[config.mk]
export PLATFORM = sky130hd
export DESIGN_NAME = serial_mag_comp
export DESIGN_NICKNAME = d
export VERILOG_FILES = /design/src/rtl/serial_mag_comp.sv
export SDC_FILE = /design/constraint.sdc
export NUM_CORES = 1
export LEC_CHECK = 0
export ABC_AREA = 1
export ABC_CLOCK_PERIOD_IN_PS = 3300
export BUFFER_PORTS_ARGS = -buffer_cell sky130_fd_sc_hd__buf_2
export CORE_ASPECT_RATIO = 0.75
export CORE_MARGIN = 2
export CORE_UTILIZATION = 53
export CTS_CLUSTER_SIZE = 12
export DETAILED_ROUTE_END_ITERATION = 8
export PLACE_DENSITY = 0.82
export SYNTH_ARGS = -nofsm -noshare
export SYNTH_HDL_FRONTEND = slang
export SYNTH_SLANG_ARGS = --single-unit
export TNS_END_PERCENT = 100
[constraint.sdc]
create_clock -name clk -period 3.3 [get_ports clk]
set_input_delay 0.165 -clock clk [delete_from_list [all_inputs] [get_ports clk]]
set_output_delay 0.165 -clock clk [all_outputs]
set_load 0.01 [all_outputs]
[src/rtl/serial_mag_comp.sv]
// Sequential MSB-first magnitude comparator that drives an external 2-bit comparator slice.
// One digit pair is compared per clock. It stops on the first unequal pair and registers a one-hot result.
module serial_mag_comp #(
  parameter int WIDTH = 8
) (
  input  logic             clk,
  input  logic             rst,
  input  logic             start,
  input  logic [WIDTH-1:0] A,
  input  logic [WIDTH-1:0] B,
  output logic [1:0]       slice_A,
  output logic [1:0]       slice_B,
  input  logic             slice_gt,
  input  logic             slice_eq,
  input  logic             slice_lt,
  output logic             busy,
  output logic             done,
  output logic             AgB,
  output logic             AeB,
  output logic             AlB
);
  localparam int S    = WIDTH / 2;
  localparam int IDXW = (S > 1) ? $clog2(S) : 1;

  typedef enum logic {IDLE, RUN} stateT;

  stateT            stateReg;
  logic [WIDTH-1:0] aReg;
  logic [WIDTH-1:0] bReg;
  logic [IDXW-1:0]  idxReg;
  logic [1:0]       aDigit [S];
  logic [1:0]       bDigit [S];
  logic             digitsEqual;

  generate
    for (genvar gi = 0; gi < S; gi++) begin : gDigit
      assign aDigit[gi] = aReg[2*gi +: 2];
      assign bDigit[gi] = bReg[2*gi +: 2];
    end
  endgenerate

  always_comb begin
    slice_A = 2'b00;
    slice_B = 2'b00;
    if (stateReg == RUN) begin
      slice_A = aDigit[idxReg];
      slice_B = bDigit[idxReg];
    end
  end

  // A malformed all-zero slice result falls through gt/lt and is treated as equal.
  assign digitsEqual = slice_eq | ~(slice_gt | slice_lt);

  always_ff @(posedge clk) begin
    if (rst) begin
      stateReg <= IDLE;
      aReg     <= '0;
      bReg     <= '0;
      idxReg   <= '0;
      busy     <= 1'b0;
      done     <= 1'b0;
      AgB      <= 1'b0;
      AeB      <= 1'b0;
      AlB      <= 1'b0;
    end else begin
      done <= 1'b0;
      case (stateReg)
        IDLE: begin
          if (start) begin
            aReg     <= A;
            bReg     <= B;
            idxReg   <= IDXW'(S - 1);
            AgB      <= 1'b0;
            AeB      <= 1'b0;
            AlB      <= 1'b0;
            busy     <= 1'b1;
            stateReg <= RUN;
          end
        end
        RUN: begin
          if (slice_gt) begin
            AgB      <= 1'b1;
            busy     <= 1'b0;
            done     <= 1'b1;
            stateReg <= IDLE;
          end else if (slice_lt) begin
            AlB      <= 1'b1;
            busy     <= 1'b0;
            done     <= 1'b1;
            stateReg <= IDLE;
          end else if (digitsEqual && idxReg == '0) begin
            AeB      <= 1'b1;
            busy     <= 1'b0;
            done     <= 1'b1;
            stateReg <= IDLE;
          end else begin
            idxReg <= idxReg - 1'b1;
          end
        end
        default: stateReg <= IDLE;
      endcase
    end
  end
endmodule

After elaboration in Yosys (flattened, before gate mapping)
Cells that the tools add are included.

Flip-flop bits (word level): 24.

Add/subtract/negate cells: 1. Magnitude comparators: 1. Equal/unequal tests: 8. Muxes and demuxes: 36. Bitwise operators: 5. Reduce and logical (&&, ||, !) cells: 9.

Operators by type and width (number): two-way mux 2 bit (10); two-way mux 1 bit (18); inequality test 2 bit (second input constant) (6); one-hot mux 1 bit (2 select lines) (5); binary-select mux 2 bit (select 2 bit) (2); AND reduction 4 bit (2); AND reduction 2 bit (3); inequality test 4 x 3 -> 1 bit (second input constant) (1); one-hot mux 2 bit (2 select lines) (1); >= comparator 3 bit (second input constant) (1); inverter 2 -> 3 bit (1); AND reduction 3 bit (1); logical NOT 2 bit (1); inequality test 2 x 1 -> 1 bit (second input constant) (1); inverter 1 bit (2); bitwise OR 1 bit (2); OR reduction 2 bit (1); subtractor 2 x 1 -> 2 bit (second input constant) (1); logical AND 1 bit (1).

Logic depth before layout (Yosys ltp)
Depth in word-level cells: 8. Depth in mapped cells: 10.

Worst setup path before layout
Ideal clock, no wire load.

Kind: reg-to-reg. From: register idxReg[0]. To: register idxReg[0]. Arrival time: 1.171 ns. Required time: 3.187 ns. Path slack: 2.016 ns. Cell stages (with the launch flop): 10. Path buffers: 1. Clock period less this slack: 1.284 ns. Cells stage by stage: dfxtp_1 > buf_2 > inv_2 > ha_1 > nand2_1 > inv_1 > o21ai_1 > nand2_2 > nor2_1 > nor2_1.

Longest elaborated chain between the ends: 5. Elaborated cells on any way between the ends: 9. Those cells by class: 1 x add/sub; 1 x eq/ne; 4 x mux; 3 x reduce/logical.

Ends and longest elaborated chain: start: declaration (line 30) `logic [IDXW-1:0] idxReg;`; start signal: assignment (line 72) `idxReg <= IDXW'(S - 1);`; start signal: assignment (line 97) `idxReg <= idxReg - 1'b1;`; subtractor 2 x 1 -> 2 bit (line 97); two-way mux 2 bit (line 91) `end else if (digitsEqual && idxReg == '0) begin`; two-way mux 2 bit (line 86) `end else if (slice_lt) begin`; two-way mux 2 bit (line 81) `if (slice_gt) begin`; one-hot mux 2 bit (2 select lines) (line 67) `case (stateReg)`.

Parallel ways exist; a longest one is shown, timed or not. The select of a mux whose other input is x is not followed. A chain may end at the register's enable or synchronous reset.

Worst setup path in the final report
From: register idxReg[1]. To: output port slice_B[1].

Longest elaborated chain between the ends: 5.

Ends and longest elaborated chain: inverter 2 -> 3 bit (implied by the code) (line 47) `slice_B = bDigit[idxReg];`; binary-select mux 2 bit (select 2 bit) (line 47); two-way mux 2 bit (implied by the code) (2 in a row) (line 47); two-way mux 2 bit (line 45) `if (stateReg == RUN) begin`; end: declaration (line 12) `output logic [1:0] slice_B,`.

No other way between the ends. The select of a mux whose other input is x is not followed.

==> impl_metrics.env <==
export IMPL_outcome="finished clean"
export IMPL_tightest_slew_ns=0.355
export IMPL_clkSlewWorstSetupHoldPaths_ns=0.12
export IMPL_path_cells="inv_1 -> nor2_1 -> o21ai_0 -> a21oi_1 -> buf_2"
export IMPL_cts_hold_buf=0
export IMPL_netlist_top_cells_count="57 x nor2_1, 24 x dfxtp_1, 16 x o21ai_0"
export IMPL_holdCritStartpoint="A[2]"
export IMPL_ys_seq_area_frac=0.456
export IMPL_via_count=1017
export IMPL_required_ns=3.13
export IMPL_ant_nets=0
export IMPL_cts_resized=0
export IMPL_crit_family="flip-flops"
export IMPL_r2r_start="idxReg[0]"
export IMPL_wl_met1_um=1020
export IMPL_crit_path_start_kind="register"
export IMPL_grt_start_max_net_pins=22
export IMPL_avgSynthCellArea_um2=7.37
export IMPL_grt_first_pass_wirelength_um=3960
export IMPL_std_cell_rows=13
export IMPL_max_freq_mhz=605
export IMPL_synth_most_common_cell="nor2_1"
export IMPL_yosys_warnings=0
export IMPL_hp_class="in2reg"
export IMPL_finalSetupViolCount=0
export IMPL_syn_num_nets=166
export IMPL_cts_htree_levels=1
export IMPL_final_fill_count=178
export IMPL_drive_above_1_share=0.246
export IMPL_path_buf_inv=2
export IMPL_cts_sinks=24
export IMPL_grt_pass1_vias=938
export IMPL_start_util=0.584
export IMPL_post_cts_buffers=0
export IMPL_routed_top_layer="met4"
export IMPL_synth_top_area_frac=0.456
export IMPL_synth_edf_count=0
export IMPL_finalCriticalPeriod_ns=1.65
export IMPL_cts_buffers_inserted=3
export IMPL_place_ws_ns=1.81
export IMPL_slowest_delay_ns=0.48
export IMPL_syn2layout_area_growth_pct=15.2
export IMPL_cts_tree="built"
export IMPL_synthCells=143
export IMPL_pwr_density_cell_mw_per_mm2=482
export IMPL_final_util=0.672
export IMPL_whs_ns=0.0869
export IMPL_io_buffers=30
export IMPL_synth_area_top_cells="dfxtp_1 46%, nor2_1 20%, o21ai_0 7.6%"
export IMPL_timing_slew_headroom=0.763
export IMPL_gp_congestion=0.840
export IMPL_synth_top_area_cell="dfxtp_1"
export IMPL_track_usage=0.217
export IMPL_fin_ws_ns=1.65
export IMPL_diodes=0
export IMPL_fin_crit_sh=0.501
export IMPL_worstSetupPathType="reg2out"
export IMPL_synth_seq_cells=24
export IMPL_die_width_um=55.5
export IMPL_die_height_um=42.6
export IMPL_dieArea_mm2=0.00236
export IMPL_p_leak_nw=0.565
export IMPL_fin_nets=196
export IMPL_wl_per_cell_um=12.3
export IMPL_wl_met2_um=1190
export IMPL_ys_async_sr_fraction=0
export IMPL_cap_violations=0
export IMPL_tns_ns=0
export IMPL_slew_viol_final=0
export IMPL_grt_setup_unrepaired="false"
export IMPL_ios=31
export IMPL_ir_drop_mv=0.375
export IMPL_yosys_most_used_dff="dfxtp_1"
export IMPL_hold_viol_final=0
export IMPL_clock_root_buffer="clkbuf_4"
export IMPL_clock_skew_final_ns=0.00740
export IMPL_clock_path_buffers=2
export IMPL_synth_cell_types=23
export IMPL_wl_met3_um=146
export IMPL_wirelength_um=2380
export IMPL_core_mm2=0.00181
export IMPL_startpoint="idxReg[1]"
export IMPL_cp_arrival_ns=1.49
export IMPL_hpwl_um=1760
export IMPL_via_per_inst=5.27
export IMPL_grt_antenna_before_repair=0
export IMPL_clock_latency_ns=0.31
export IMPL_crit_slowest_cell="dfxtp_1"
export IMPL_cp_max_fo=6
export IMPL_worstSetupEndpointType="output pin"
export IMPL_grt_overflow=0
export IMPL_dr_pass1_iters=4
export IMPL_drt_iter0_drc=26
export IMPL_drc=0
export IMPL_synth_area_mm2=0.00105
metal layers:
metal  up-vias  track usage
met4         0       0.0488
met1       463        0.246
met2        32        0.398
met5         -            0
li1        520            -
met3         2       0.0710
cells in the final DEF (no fill, tap or decap), types with 2 or more instances in the layout:
master	synthesis	final
nor2_1	57	57
nor2_2	2	2
o21ai_1	9	9
buf_2	2	30
inv_2	2	2
dfxtp_1	24	24
nand3b_1	2	2
inv_1	2	2
clkbuf_4	0	3
a21oi_1	7	7
o21ai_0	16	16
nand2_1	8	8
cells by family after synthesis:
group,after synthesis,synth area share
AOI/OAI and AO/OA,34,0.169
adders and majority gates,1,0.0119
DFF,24,0.456
buffers and inverters,11,0.0665
and+or+nand+nor,73,0.297
worst min-delay path, cell delays in order:
cell and delay (ns):
buf_2 0.07, o21ai_1 0.05, nor2_1 0.07
power by group:
part | switching [mW] | internal [mW]
clock network | 0.0781 | 0.0426
logic | 0.0770 | 0.0498
registers | 0.0214 | 0.316
total | 0.176 | 0.408
per-stage QoR:
stage	instances	total power, mW	cell area [um2]
2_1_floorplan	143	0.431	1050
3_3_place_gp	190	0.461	1190
3_5_place_dp	190	0.470	1190
4_1_cts	193	0.590	1210
5_1_grt	193	0.626	1210
6_report	193	0.584	1210
layout make-up:
cell class | count | area (um2) | area share
inverters | 6 | 30.0 | 0.0247
clock buffers | 3 | 22.5 | 0.0186
well taps | 22 | 27.5 | 0.0227
repair buffers | 30 | 150 | 0.124
flip-flops and latches | 24 | 480 | 0.396
multi-input cells | 108 | 503 | 0.414
sequential cells by signal, indices dropped and copies added, names as in the netlist:
signal	flops
stateReg	1
done	1
idxReg	2
aReg	8
busy	1
bReg	8
AlB	1
AgB	1
AeB	1
final timing paths:
check | to | slack, ns | depth (start not counted)
max | slice_B[1] | 1.65 | 5
min | aReg[2] | 0.09 | 3
max reg2reg | idxReg[0] | 1.74 | 8
min reg2reg | aReg[2] | 0.49 | 2
Power figures use the tool's default switching activity.
